==> config.mk <==
export PLATFORM = sky130hd
export DESIGN_NAME = uart_record_loader_flat
export DESIGN_NICKNAME = d
export VERILOG_FILES = /design/src/rtl/uart_record_loader_if.sv /design/src/rtl/uart_record_loader.sv /design/src/flat_wrapper.sv
export SDC_FILE = /design/constraint.sdc
export NUM_CORES = 1
export LEC_CHECK = 0
export ABC_AREA = 1
export CORE_MARGIN = 4
export CORE_UTILIZATION = 35
export DETAILED_ROUTE_END_ITERATION = 8
export PLACE_DENSITY_LB_ADDON = 0.05
export SLEW_MARGIN = 20
export SYNTH_ARGS = -nofsm -noshare
export SYNTH_HDL_FRONTEND = slang
export SYNTH_SLANG_ARGS = --single-unit
==> constraint.sdc <==
create_clock -name clk -period 3.5 [get_ports clk]
set_input_delay 0.875 -clock clk [delete_from_list [all_inputs] [get_ports clk]]
set_output_delay 0.875 -clock clk [all_outputs]
set_load 0.02 [all_outputs]
==> src/rtl/uart_record_loader_if.sv <==
// uart_record_loader_if: valid/ready record stream from the loader FIFO head to the input manager
// Signals: rec_valid (head present), rec_ready (consumer accepts head),
//          shape_addr/reg_addr/data (head record fields)
interface uart_record_loader_if #(
    parameter int SHAPE_ADDR_W = 11,
    parameter int REG_ADDR_W   = 12,
    parameter int DATA_W       = 12
);
    logic                    rec_valid;
    logic                    rec_ready;
    logic [SHAPE_ADDR_W-1:0] shape_addr;
    logic [REG_ADDR_W-1:0]   reg_addr;
    logic [DATA_W-1:0]       data;
    modport master (output rec_valid, shape_addr, reg_addr, data, input rec_ready);
    modport slave  (input rec_valid, shape_addr, reg_addr, data, output rec_ready);
endinterface

==> src/rtl/uart_record_loader.sv <==
// uart_record_loader: 8N1 UART receiver that frames checksummed shape-register records into a FWFT FIFO
// Ports: clk; rst_n (async, active low); serial_input (RX line, idle high);
//        resume (pulse, clears overflow and err_count); rec (master side of the record stream);
//        program_out (programming window); overflow (sticky drop flag);
//        err_count (saturating abort count); fifo_level (records held)
module uart_record_loader #(
    parameter int CLKS_PER_BIT   = 868,
    parameter int SHAPE_ADDR_W   = 11,
    parameter int REG_ADDR_W     = 12,
    parameter int DATA_W         = 12,
    parameter int FIFO_DEPTH     = 16,
    parameter int TIMEOUT_CYCLES = 16 * CLKS_PER_BIT
) (
    input  logic                        clk,
    input  logic                        rst_n,
    input  logic                        serial_input,
    input  logic                        resume,
    uart_record_loader_if.master        rec,
    output logic                        program_out,
    output logic                        overflow,
    output logic [7:0]                  err_count,
    output logic [$clog2(FIFO_DEPTH):0] fifo_level
);
    localparam int W  = SHAPE_ADDR_W + REG_ADDR_W + DATA_W;
    localparam int P  = (W + 7) / 8;
    localparam int CW = $clog2(CLKS_PER_BIT);
    localparam int IW = $clog2(P + 1);
    localparam int TW = $clog2(TIMEOUT_CYCLES + 1);
    localparam int AW = $clog2(FIFO_DEPTH);
    localparam int LW = AW + 1;

    typedef enum logic [1:0] {RX_IDLE, RX_START, RX_DATA, RX_STOP} rx_t;
    typedef enum logic [1:0] {P_HUNT, P_PAYLOAD, P_CHECK} ps_t;

    rx_t           r_rx, w_rx_nx;
    ps_t           r_ps, w_ps_nx;
    logic [1:0]    r_sync;
    logic          r_prev;
    logic [CW-1:0] r_cnt;
    logic [2:0]    r_bit;
    logic [7:0]    r_sh, r_chk;
    logic [IW-1:0] r_idx;
    logic [TW-1:0] r_tmo;
    logic [W-1:0]  r_pay;
    logic          r_end;
    logic [W-1:0]  r_mem [FIFO_DEPTH];
    logic [AW-1:0] r_wr, r_rd;
    logic [W-1:0]  w_head;
    logic          w_line, w_fall, w_half, w_full, w_byte_ok, w_frame_err, w_byte_ev, w_tmo;
    logic          w_good, w_err, w_set_end, w_store;
    logic          w_empty, w_fifo_full, w_pop, w_push, w_drop;

    // Synchronised line; r_prev resets low so a line still low after reset is never taken as a start edge
    assign w_line = r_sync[1];
    assign w_fall = r_prev & ~w_line;
    assign w_half = r_cnt == CW'(CLKS_PER_BIT / 2 - 1);
    assign w_full = r_cnt == CW'(CLKS_PER_BIT - 1);

    // RX state register
    always_ff @(posedge clk or negedge rst_n)
        if (!rst_n) r_rx <= RX_IDLE;
        else        r_rx <= w_rx_nx;

    // RX next state; a start bit that is high again at mid-bit is a glitch
    always_comb begin
        w_rx_nx = r_rx;
        case (r_rx)
            RX_IDLE:  if (w_fall) w_rx_nx = RX_START;
            RX_START: if (w_half) w_rx_nx = w_line ? RX_IDLE : RX_DATA;
            RX_DATA:  if (w_full && r_bit == 3'd7) w_rx_nx = RX_STOP;
            default:  if (w_full) w_rx_nx = RX_IDLE;
        endcase
    end

    // RX outputs: one-cycle strobes at the mid-stop-bit sample
    always_comb begin
        w_byte_ok   = r_rx == RX_STOP && w_full && w_line;
        w_frame_err = r_rx == RX_STOP && w_full && !w_line;
    end

    // RX datapath; after the half-bit start sample every full count lands mid-bit
    always_ff @(posedge clk or negedge rst_n)
        if (!rst_n) begin
            r_sync <= '0;
            r_prev <= 1'b0;
            r_cnt  <= '0;
            r_bit  <= '0;
            r_sh   <= '0;
        end else begin
            r_sync <= {r_sync[0], serial_input};
            r_prev <= w_line;
            r_cnt  <= (r_rx == RX_IDLE || w_full || (r_rx == RX_START && w_half)) ? '0 : r_cnt + 1'b1;
            if (r_rx == RX_DATA && w_full) begin
                r_bit <= r_bit + 1'b1;
                r_sh  <= {w_line, r_sh[7:1]};
            end
        end

    assign w_byte_ev = w_byte_ok | w_frame_err;
    assign w_tmo     = r_ps != P_HUNT && !w_byte_ev && r_tmo == TW'(TIMEOUT_CYCLES - 1);

    // Parser state register
    always_ff @(posedge clk or negedge rst_n)
        if (!rst_n) r_ps <= P_HUNT;
        else        r_ps <= w_ps_nx;

    // Parser next state; framing errors and timeouts abort from any state
    always_comb begin
        w_ps_nx = r_ps;
        if (w_frame_err || w_tmo)
            w_ps_nx = P_HUNT;
        else if (w_byte_ok)
            case (r_ps)
                P_HUNT:    w_ps_nx = r_sh == 8'hA5 ? P_PAYLOAD : P_HUNT;
                P_PAYLOAD: w_ps_nx = r_idx == IW'(P - 1) ? P_CHECK : P_PAYLOAD;
                default:   w_ps_nx = P_HUNT;
            endcase
    end

    // Parser outputs
    always_comb begin
        w_good    = w_byte_ok && r_ps == P_CHECK && r_sh == r_chk;
        w_err     = w_frame_err || w_tmo || (w_byte_ok && r_ps == P_CHECK && r_sh != r_chk);
        w_set_end = w_byte_ok && r_ps == P_HUNT && r_sh == 8'h5A;
        w_store   = w_byte_ok && r_ps == P_PAYLOAD;
    end

    // Parser datapath; only the W payload bits are kept, unused high bits of the last byte fall away
    always_ff @(posedge clk or negedge rst_n)
        if (!rst_n) begin
            r_idx <= '0;
            r_chk <= '0;
            r_tmo <= '0;
            r_pay <= '0;
        end else begin
            r_idx <= r_ps == P_HUNT ? '0 : r_idx + IW'(w_store);
            r_chk <= r_ps == P_HUNT ? '0 : w_store ? r_chk ^ r_sh : r_chk;
            r_tmo <= (r_ps == P_HUNT || w_byte_ev) ? '0 : r_tmo + 1'b1;
            if (w_store)
                for (int i = 0; i < W; i++)
                    if (r_idx == IW'(i / 8)) r_pay[i] <= r_sh[3'(i % 8)];
        end

    // FIFO: a pop in the same cycle frees the slot for a push into a full FIFO
    assign w_empty     = fifo_level == '0;
    assign w_fifo_full = fifo_level == LW'(FIFO_DEPTH);
    assign w_pop       = !w_empty && rec.rec_ready;
    assign w_push      = w_good && (!w_fifo_full || w_pop);
    assign w_drop      = w_good && w_fifo_full && !w_pop;
    assign w_head      = w_empty ? '0 : r_mem[r_rd];
    assign rec.rec_valid = !w_empty;
    assign {rec.data, rec.reg_addr, rec.shape_addr} = w_head;

    always_ff @(posedge clk)
        if (w_push) r_mem[r_wr] <= r_pay;

    always_ff @(posedge clk or negedge rst_n)
        if (!rst_n) begin
            r_wr       <= '0;
            r_rd       <= '0;
            fifo_level <= '0;
        end else begin
            r_wr       <= r_wr + AW'(w_push);
            r_rd       <= r_rd + AW'(w_pop);
            fifo_level <= fifo_level + LW'(w_push) - LW'(w_pop);
        end

    // Status; a set in the same cycle as resume wins over the clear
    always_ff @(posedge clk or negedge rst_n)
        if (!rst_n) begin
            r_end       <= 1'b0;
            program_out <= 1'b0;
            overflow    <= 1'b0;
            err_count   <= '0;
        end else begin
            r_end       <= w_good ? 1'b0 : w_set_end ? 1'b1 : (r_end && w_empty) ? 1'b0 : r_end;
            program_out <= w_good ? 1'b1 : (r_end && w_empty) ? 1'b0 : program_out;
            overflow    <= w_drop ? 1'b1 : resume ? 1'b0 : overflow;
            err_count   <= w_err ? (resume ? 8'd1 : err_count + 8'(err_count != 8'hFF)) :
                           resume ? 8'd0 : err_count;
        end
endmodule

==> src/flat_wrapper.sv <==
// flat-port wrapper written by rule: the top's interface ports become plain ports
module uart_record_loader_flat 
#(
    parameter int CLKS_PER_BIT   = 868,
    parameter int SHAPE_ADDR_W   = 11,
    parameter int REG_ADDR_W     = 12,
    parameter int DATA_W         = 12,
    parameter int FIFO_DEPTH     = 16,
    parameter int TIMEOUT_CYCLES = 16 * CLKS_PER_BIT
)
  (clk, rst_n, serial_input, resume, program_out, overflow, err_count, fifo_level, rec_rec_valid, rec_shape_addr, rec_reg_addr, rec_data, rec_rec_ready);
  uart_record_loader_if #(.SHAPE_ADDR_W(SHAPE_ADDR_W), .REG_ADDR_W(REG_ADDR_W), .DATA_W(DATA_W)) rec_i ();
  input  logic clk;
  input  logic rst_n;
  input  logic serial_input;
  input  logic resume;
  output logic program_out;
  output logic overflow;
  output logic [7:0] err_count;
  output logic [$clog2(FIFO_DEPTH):0] fifo_level;
  output wire logic [$bits(rec_i.rec_valid)-1:0] rec_rec_valid;
  output wire logic [$bits(rec_i.shape_addr)-1:0] rec_shape_addr;
  output wire logic [$bits(rec_i.reg_addr)-1:0] rec_reg_addr;
  output wire logic [$bits(rec_i.data)-1:0] rec_data;
  input wire logic [$bits(rec_i.rec_ready)-1:0] rec_rec_ready;
  assign rec_rec_valid = rec_i.rec_valid;
  assign rec_shape_addr = rec_i.shape_addr;
  assign rec_reg_addr = rec_i.reg_addr;
  assign rec_data = rec_i.data;
  assign rec_i.rec_ready = rec_rec_ready;
  uart_record_loader #(.CLKS_PER_BIT(CLKS_PER_BIT), .SHAPE_ADDR_W(SHAPE_ADDR_W), .REG_ADDR_W(REG_ADDR_W), .DATA_W(DATA_W), .FIFO_DEPTH(FIFO_DEPTH), .TIMEOUT_CYCLES(TIMEOUT_CYCLES)) u_core (.clk(clk), .rst_n(rst_n), .serial_input(serial_input), .resume(resume), .rec(rec_i), .program_out(program_out), .overflow(overflow), .err_count(err_count), .fifo_level(fifo_level));
endmodule
; ---- Word-level counts from Yosys, hierarchy flattened
; Memory sizes are Yosys's and may differ from the RTL's.
; Index checks and enable logic that the tools add are counted.
; Widths: inputs -> output; s select.
[totals]
mem_count = 1
romBits = 0
elab_cells = 134
register_bits = 96
latch_bits = 0
output_inout_bits = 51
inputBits = 5
ram_bits = 304
[op_classes]
addsub = 9
mul = 0
shifts = 0
mux = 28
div = 0
n_eq_ne = 22
n_reduce_logical = 48
bitwise_logic = 4
n_lt_le_gt_ge = 0
[mem_list]
columns = name, words, width, read_ports, rd_ports_with_merged_regs, wr, line
row1 = u_core.r_mem, 16, 19, 1, 0, 1, uart_record_loader.sv:46  ; logic [W-1:0] r_mem [FIFO_DEPTH];
[ops]
columns = op, count
row1 = $mux 8, 5
row2 = $mux 35, 1
row3 = $logic_and 1x1->1, 19
row4 = $mux 2, 8
row5 = $add 14x1->14 const B, 1
row6 = $eq 14x14->1 const B, 1
row7 = $mux 14, 1
row8 = $reduce_bool 2->1, 6
row9 = $add 10x1->10 const B, 1
row10 = $eq 10x10->1 const B, 1
row11 = $eq 10x9->1 const B, 1
row12 = $mux 10, 1
row13 = $reduce_and 2->1, 5
row14 = $mux 1, 9
row15 = $add 4x1->4, 2
row16 = $add 8x1->8, 1
row17 = $eq 8x7->1 const B, 1
row18 = $eq 8x8->1, 1
row19 = $eq 8x8->1 const B, 1
row20 = $ne 8x8->1, 1
row21 = $ne 8x8->1 const B, 1
row22 = $xor 8x8->8, 1
row23 = $eq 2x2->1 const B, 3
row24 = $eq 3x2->1 const B, 2
row25 = other kinds (23), 37

; ---- Logic depth before layout (Yosys ltp)
; Gate-level depths: netlist of run 1.
[logic_depth]
ltp_word = 10
mapped_depth = 15
depth_no_buf = 15

; ---- Worst setup path before layout of run 1
; OpenSTA, ideal clock, no wires.
[synth_path]
path_kind = reg-to-reg
start = register u_core.r_cnt[0]
end = memory u_core.r_mem[5][0] (netlist name), enable pin
t_arrival_ns = 2.648
setup_ns = 0.419
synth_period_minus_slack_ns = 3.066
slack_ns = 0.434
path_stages_with_launch = 8
cell_sequence = dfrtp_1 > ha_1 > nand3_1 > nor2_2 > nand4_1 > nor2_4 > nand2_1 > nor3_1
[synth_via]
elab_chain_cells = 8
[synth_rtl]
columns = item, line
row1 = start: declaration, uart_record_loader.sv:39  ; logic [CW-1:0] r_cnt;
row2 = start signal: assignment, uart_record_loader.sv:92  ; r_cnt <= (r_rx == RX_IDLE || w_full || (r_rx == RX_START && w_half)) ? '0 : r_cnt + 1'b1;
row3 = $eq 10x10->1, uart_record_loader.sv:57  ; assign w_full = r_cnt == CW'(CLKS_PER_BIT - 1);
row4 = $logic_and 1x1->1 (2 in a row), uart_record_loader.sv:77  ; w_byte_ok = r_rx == RX_STOP && w_full && w_line;
row5 = $logic_and 1x1->1 (2 in a row), uart_record_loader.sv:122  ; w_good = w_byte_ok && r_ps == P_CHECK && r_sh == r_chk;
row6 = $logic_and 1x1->1, uart_record_loader.sv:148  ; assign w_push = w_good && (!w_fifo_full || w_pop);
row7 = $mux 1, uart_record_loader.sv:155  ; if (w_push) r_mem[r_wr] <= r_pay;
row8 = $mux 1 (implied by the code), uart_record_loader.sv:155
row9 = end: declaration, uart_record_loader.sv:46
; No other way between the ends.

; ---- Worst setup path in the final report of run 1
[layout_path]
start = register u_core.r_rd[0]
end = output port rec_data[10]
[layout_via]
elab_chain_cells = 2
[layout_rtl]
columns = item, line
row1 = start: declaration, uart_record_loader.sv:47  ; logic [AW-1:0] r_wr, r_rd;
row2 = start signal: assignment, uart_record_loader.sv:164  ; r_rd <= r_rd + AW'(w_pop);
row3 = $mem_v2 16x19, -
row4 = $mux 35, uart_record_loader.sv:150  ; assign w_head = w_empty ? '0 : r_mem[r_rd];
row5 = end: declaration, flat_wrapper.sv:24  ; output wire logic [$bits(rec_i.data)-1:0] rec_data;
; No other way between the ends.

==> flow_summary.toml, run 1 <==
[run_status]
status = "finished clean"

[worst_setup_path]
crit_required_ns = 2.62
cp_slowest_cell = "dfrtp_4"
worst-path-buf-inv = 3
critPathTopFamily = "buffers and inverters"
cp.depth = 7
cp_max_fo = 48
arrival_ns = 2.48
critPathMaxStageDelay_ns = 0.54
setup.worst_path.end = "rec_data[10]"
r2r_slack_ns = 0.69
start_kind = "register"
cp-startpoint = "u_core.r_rd[0]$_DFF_PN0_"
criticalPathCategory = "register to output port"
r2r_end = "u_core.fifo_level[4]$_DFF_PN0_"
path_cells = "inv_6, buf_12, o21ai_0, o221ai_1, nand3_1, a21oi_1, dlygate4sd2_1"
worstSetupEndpointType = "output port"
rr_startpoint = "u_core.fifo_level[3]$_DFF_PN0_"
ff2ff_path_depth = 15

[grt]
antenna_found_initial = 1
grt_pass1_wl_mm = 68.8
grtUsageTotal_pct = 17.1
grt_overflow = 0
grt_max_degree = 79
grt_pass1_vias = 11100

[route]
postRouteAntennaNets = 0
drt-total-wl_mm = 45.4
via_count = 11100
first_pass_iters = 5
routed_via_density = 4.99
drt_drc_violations_left = 0
drtIter0Drc = 806
wl_per_cell_um = 20.5

[clock_network]
cts.clk_slew.worst_paths_ns = 0.06
numCtsBuffers = 46
cts_hold_buf = 0
cts_htree_levels = 2
clockBufferDepth = 3
clock-sinks = 400
cts_tree = "yes"
clockRootBuffer = "clkbuf_16"
clkLatencyLatePin_ns = 0.57
postCtsSetupBuffers = 0

[yosys]
ys_types = 45
synth-compound-area-share_pct = 8.74
synth-xor-area-share_pct = 1.18
synth-simple-area-share_pct = 16.3
netlist_area_mm2 = 0.0170
synth_edf_count = 304
async_flop_share_pct = 24.0
synth_top_family_by_area = "simple AND/OR/NAND/NOR gates"
synthAdderAreaFrac_pct = 1.81
synth-main-ff-cell = "edfxtp_1"
yosysWarnings = 0
ys_seq_area_share_pct = 67.7
synth_cells = 1507
synthMuxAreaShare_pct = 0
syn_area_per_cell_um2 = 11.3
ys_ff_latch = 400

[floorplan]
rows = 80
io_pins = 56
dieArea_mm2 = 0.0523
start_util_pct = 35.5
die_h_um = 229
core_mm2 = 0.0479
chipWidth_um = 229

[timing]
rsz0062_at_grt = "yes"
worst_pin_slew_ns = 0.757
finalHoldViolCount = 0
drv_slew = 0
fmax_mhz = 298
finalSetupViolations = 0
skew_ns = 0.0122
final.period_utilization_pct = 95.8
post-route-min-period_ns = 3.35
slew_headroom_pct = 49.2

[cells_and_area]
antenna_cells = 0
fin_nets = 1599
fill_cells = 4550
drive_above_1_share_pct = 11.6
final_cell_mix = "edfxtp_1 (304), nand2_1 (270), nor2_1 (184), o21ai_0 (117), nand3_1 (98)"
final_common_cell = "edfxtp_1"
area_growth_pct = 16.8
fin_area_mm2 = 0.0199
final_core_util_pct = 41.5

[run]
cap_violations = 0

[place]
dp.final_hpwl_mm = 25.5
post_dp_cell_area_mm2 = 0.0184
place.gp.congestion = 0.734
port_buffers = 39

[power]
ir_worst_vdd_mv = 0.401
leakage_uw = 0.00810
powerDensity_mw_per_mm2 = 727

[worst_hold_path]
hold_path.class = "input port to asynchronous set/reset pin"
## sequential cells by signal, indices dropped and copies added, names as in the netlist, 3 cells and up
register	count
u_core.err_count	8
u_core.fifo_level	5
u_core.r_bit	3
u_core.r_chk	8
u_core.r_cnt	10
u_core.r_idx	3
u_core.r_mem	304
u_core.r_pay	19
u_core.r_rd	4
u_core.r_sh	8
u_core.r_tmo	14
u_core.r_wr	4
## cell usage after synthesis (2+ instances only)
cell type | number | area (µm²)
nand2_4 | 3 | 33.8
nor3_4 | 2 | 32.5
inv_2 | 9 | 33.8
ha_1 | 23 | 288
nor2_1 | 200 | 751
o221ai_1 | 19 | 166
nor3_2 | 2 | 20.0
nor3_1 | 18 | 90.1
a31oi_1 | 2 | 12.5
buf_2 | 33 | 165
o211ai_1 | 19 | 143
nor3b_1 | 9 | 67.6
o21ai_0 | 117 | 586
inv_1 | 63 | 236
clkbuf_1 | 36 | 135
a21oi_1 | 69 | 345
buf_4 | 17 | 128
xnor2_1 | 12 | 105
nand2_2 | 2 | 12.5
o31ai_1 | 19 | 143
nand4_2 | 4 | 50.1
xor2_1 | 11 | 96.3
nand4_1 | 14 | 87.6
o21ai_1 | 9 | 45.0
nand3_2 | 2 | 20.0
nor4_1 | 2 | 12.5
buf_6 | 2 | 22.5
nor2_4 | 3 | 33.8
nand3b_1 | 2 | 15.0
nand3_1 | 99 | 495
nand2_1 | 270 | 1010
nor2_2 | 2 | 12.5
dfrtp_1 | 96 | 2400
o21a_1 | 2 | 15.0
edfxtp_1 | 304 | 9130
o21bai_1 | 2 | 15.0
## area by class of cell
class	instances	area, µm²	area share [%]
well taps	615	769	3.87
clock inverters	25	303	1.52
flip-flops and latches	400	11500	58.0
clock buffers	55	1190	6.00
repair buffers	89	913	4.59
inverters	73	282	1.41
multi-input cells	960	4900	24.6
## worst min path at each step
| stage | slack, ns | from | endpoint |
|---|---|---|---|
| finish | 0.35 | rst_n | u_core.err_count[1]$_DFFE_PN0P_ |
| global route | 0.37 | u_core.r_sync[0]$_DFF_PN0_ | u_core.r_sync[1]$_DFF_PN0_ |
| detailed placement | 0.34 | u_core.r_sync[0]$_DFF_PN0_ | u_core.r_sync[1]$_DFF_PN0_ |
| floorplan | 0.33 | u_core.r_sync[0]$_DFF_PN0_ | u_core.r_sync[1]$_DFF_PN0_ |
| global placement | 0.33 | u_core.r_sync[0]$_DFF_PN0_ | u_core.r_sync[1]$_DFF_PN0_ |
| CTS | 0.35 | u_core.r_sync[0]$_DFF_PN0_ | u_core.r_sync[1]$_DFF_PN0_ |
## metal layers
metal / GRT usage, % / vias up / part of all wire [%]
li1: - / 5388 / -
met1: 23.8 / 5484 / 47
met3: 2.68 / 43 / 3.3
met5: 0 / - / 0
met2: 28.7 / 157 / 48
met4: 3.43 / 0 / 1.5
## metrics by stage
| stage | instances | worst slack (ns) | TNS, ns | total power (µW) | hold WS (ns) |
|---|---|---|---|---|---|
| after floorplan | 1522 | 0.434 | 0 | 8060 | 0.331 |
| after global placement | 2136 | 0.292 | 0 | 9810 | 0.335 |
| after detailed placement | 2136 | 0.300 | 0 | 9810 | 0.339 |
| after CTS | 2216 | -0.180 | -0.180 | 14600 | 0.352 |
| after global routing | 2217 | -0.00312 | -0.00651 | 15300 | 0.368 |
| final | 2217 | 0.148 | 0 | 14500 | 0.349 |
## power breakdown
group	switching [µW]	internal [µW]
Clock	1940	2880
Sequential	105	5150
Combinational	2860	1550
## cells by family (layout without fill, tap and decap cells)
| logic type | after synthesis | count (layout) |
|---|---|---|
| AND/OR/NAND/NOR | 637 | 637 |
| adder cells (fa/ha/maj) | 24 | 24 |
| other | 1 | 16 |
| AO/OA/AOI/OAI | 260 | 260 |
| XOR/XNOR | 23 | 23 |
| buffers and inverters | 162 | 242 |
| flip-flops | 400 | 400 |
## what timing repair did
item	4_1_cts	5_1_grt
endpoints found under the hold margin	0	0
cloned	0	1
gates resized for setup	34	24
setup endpoints to repair	19	12
Note: power is estimated with default switching activity, not from simulation.
==> inputs of run 2 (changes only) <==
--- a/config.mk
+++ b/config.mk
@@ -7,7 +7,7 @@
 export LEC_CHECK = 0
 export ABC_AREA = 1
 export CORE_MARGIN = 4
-export CORE_UTILIZATION = 35
+export CORE_UTILIZATION = 50
 export DETAILED_ROUTE_END_ITERATION = 8
 export PLACE_DENSITY_LB_ADDON = 0.05
 export SLEW_MARGIN = 20
==> flow_summary.toml, run 2 (synthesized netlist as in run 1, its figures left out) <==
[run_status]
status = "finished clean"

[grt]
antenna_found_initial = 0
grtUsageTotal_pct = 21.7
grt_pass1_wl_mm = 61.9
grt_pass1_vias = 10700
grt_overflow = 0
grt_max_degree = 85

[floorplan]
rows = 67
die_h_um = 193
core_mm2 = 0.0336
io_pins = 56
chipWidth_um = 193
start_util_pct = 50.7
dieArea_mm2 = 0.0371

[worst_setup_path]
r2r_end = "u_core.fifo_level[4]$_DFF_PN0_"
start_kind = "register"
r2r_slack_ns = 0.76
worstSetupEndpointType = "output port"
rr_startpoint = "u_core.fifo_level[3]$_DFF_PN0_"
arrival_ns = 2.53
criticalPathCategory = "register to output port"
ff2ff_path_depth = 15
crit_required_ns = 2.62
cp_max_fo = 37

[power]
p_sw_share_pct = 33.1
p_int_uw = 9140
finalPower_uw = 13700
powerDensity_mw_per_mm2 = 704
pwr-share-seq_pct = 38.4
ir_worst_vdd_mv = 0.464
pwr-share-comb_pct = 30.2
clkPwrFrac_pct = 31.4
leakage_uw = 0.00796
switchingPower_uw = 4510

[timing]
whs_ns = 0.352
finalSetupViolations = 0
worst_pin_slew_ns = 0.751
final.period_utilization_pct = 97.3
post-route-min-period_ns = 3.41
slew_headroom_pct = 49.9
skew_ns = 0.00779
setup_ws_ns = 0.0929
fmax_mhz = 294
drv_slew = 0
rsz0062_at_grt = "yes"
finalHoldViolCount = 0

[route]
drt-total-wl_mm = 39.2
drtIter0Drc = 807
postRouteAntennaNets = 0
top_layer = "met4"
wl_met3_mm = 1.76
met1_length_mm = 17.8
wl_per_cell_um = 19.3
first_pass_iters = 5
wl_met2_mm = 19.0
via_count = 11000
drt_drc_violations_left = 0
routed_via_density = 5.41

[cells_and_area]
multi_input_area_mm2 = 0.00488
fin_area_mm2 = 0.0194
largest_reg_flops = 304
final_cell_mix = "edfxtp_1 (304), nand2_1 (270), nor2_1 (184), o21ai_0 (117), nand3_1 (99)"
regMostFlops = "u_core.r_mem"
drive_above_1_share_pct = 9.34
final-seq-area_mm2 = 0.0115
area_growth_pct = 13.8
fin_cells = 2032
fill_cells = 2857
reg.largest.list = "u_core.r_mem (304), u_core.r_pay (19), u_core.r_tmo (14)"
fin_nets = 1581
antenna_cells = 0
final_common_cell = "edfxtp_1"

[clock_network]
clockBufferDepth = 3
cts_htree_levels = 2
cts.clk_slew.worst_paths_ns = 0.06
cts_tree = "yes"
clkLatencyLatePin_ns = 0.53
clock-sinks = 400
cts_hold_buf = 0
clockRootBuffer = "clkbuf_16"
postCtsSetupBuffers = 0
numCtsBuffers = 43

[place]
port_buffers = 39
dp.final_hpwl_mm = 21.7
place.gp.congestion = 0.787
pre_cts_slack_ns = 0.355
dp_cells = 1955
post_dp_cell_area_mm2 = 0.0181

[worst_hold_path]
holdPathEnd = "u_core.r_sync[1]$_DFF_PN0_"
hold_path.class = "register to register"
hold_depth = 0
holdCritStartpoint = "u_core.r_sync[0]$_DFF_PN0_"

[run]
cap_violations = 0
[run 2: cell count changes in the layout (fill, tap and decap cells not counted), moves of 4 or more]
cell | previous run | this run
bufinv_16 | 6 | 2
dlygate4sd2_1 | 5 | 12
clkinvlp_4 | 5 | 1
clkinv_1 | 4 | 11
clkbuf_2 | 7 | 3
a21oi_1 | 64 | 68
a21oi_2 | 5 | 1
buf_4 | 34 | 23
[run 2: layout make-up]
type                       count  area share (%)
multi-input combinational    960            25.2
timing repair buffer          74            4.05
tap                          448            2.89
clock inverter                20           0.800
sequential                   400            59.5
inverter                      73            1.43
clock buffer                  57            6.16
[run 2: worst max path at each step]
stage | from | end | slack, ns | cells after the start
5_1_grt | u_core.r_rd[0]$_DFF_PN0_ | rec_data[2] | -0.009 | 8
6_report | u_core.r_rd[0]$_DFF_PN0_ | rec_shape_addr[10] | 0.09 | 9
3_3_place_gp | u_core.r_rd[0]$_DFF_PN0_ | rec_reg_addr[6] | 0.37 | 10
3_5_place_dp | u_core.r_rd[0]$_DFF_PN0_ | rec_reg_addr[5] | 0.35 | 8
4_1_cts | u_core.r_rd[0]$_DFF_PN0_ | rec_shape_addr[3] | -0.13 | 8
2_1_floorplan | u_core.r_cnt[0]$_DFF_PN0_ | u_core.r_mem[5][0]$_DFFE_PP_ | 0.43 | 7
[run 2: metal layers]
layer | global-route usage (%) | vias to the layer above
met4 | 5.16 | 0
met1 | 30.6 | 5369
met2 | 36.2 | 233
met5 | 0 | -
li1 | - | 5345
met3 | 2.89 | 44
[run 2: what timing repair did]
action / in CTS / in global routing
setup endpoints to repair: 19 / 8
gates resized for setup: 20 / 11
gates cloned: 0 / 0
[run 2: power by group through the flow]
stage	sequential [µW]	combinational (µW)	clock (µW)
4_1_cts	5250	4160	4390
3_3_place_gp	5340	4250	0
5_1_grt	5260	4590	4590
6_report	5240	4120	4280
3_5_place_dp	5340	4280	0
2_1_floorplan	5340	2720	0
[run 2: stage by stage]
step                util, %  setup TNS (ns)
floorplan                 -               0
global placement       53.7               0
detailed placement     53.7               0
CTS                    57.7          -0.133
global route           57.7        -0.00947
finish                 57.7               0
[run 2: critical path: stages, from the launching register on]
cell	delay [ns]
dfrtp_4	0.52
inv_4	0.11
buf_12	0.20
nand2_1	0.09
nand3_1	0.07
nand2_1	0.06
a21oi_1	0.14
o31ai_1	0.09
a21oi_1	0.31
dlygate4sd2_1	0.38
==> inputs of run 3 (changes only) <==
--- a/config.mk
+++ b/config.mk
@@ -9,8 +9,8 @@
 export CORE_MARGIN = 4
 export CORE_UTILIZATION = 50
 export DETAILED_ROUTE_END_ITERATION = 8
+export HOLD_SLACK_MARGIN = 0.02
 export PLACE_DENSITY_LB_ADDON = 0.05
-export SLEW_MARGIN = 20
 export SYNTH_ARGS = -nofsm -noshare
 export SYNTH_HDL_FRONTEND = slang
 export SYNTH_SLANG_ARGS = --single-unit
==> results of run 3 <==
Final layout, timing and power as in run 2 (identical DEF).
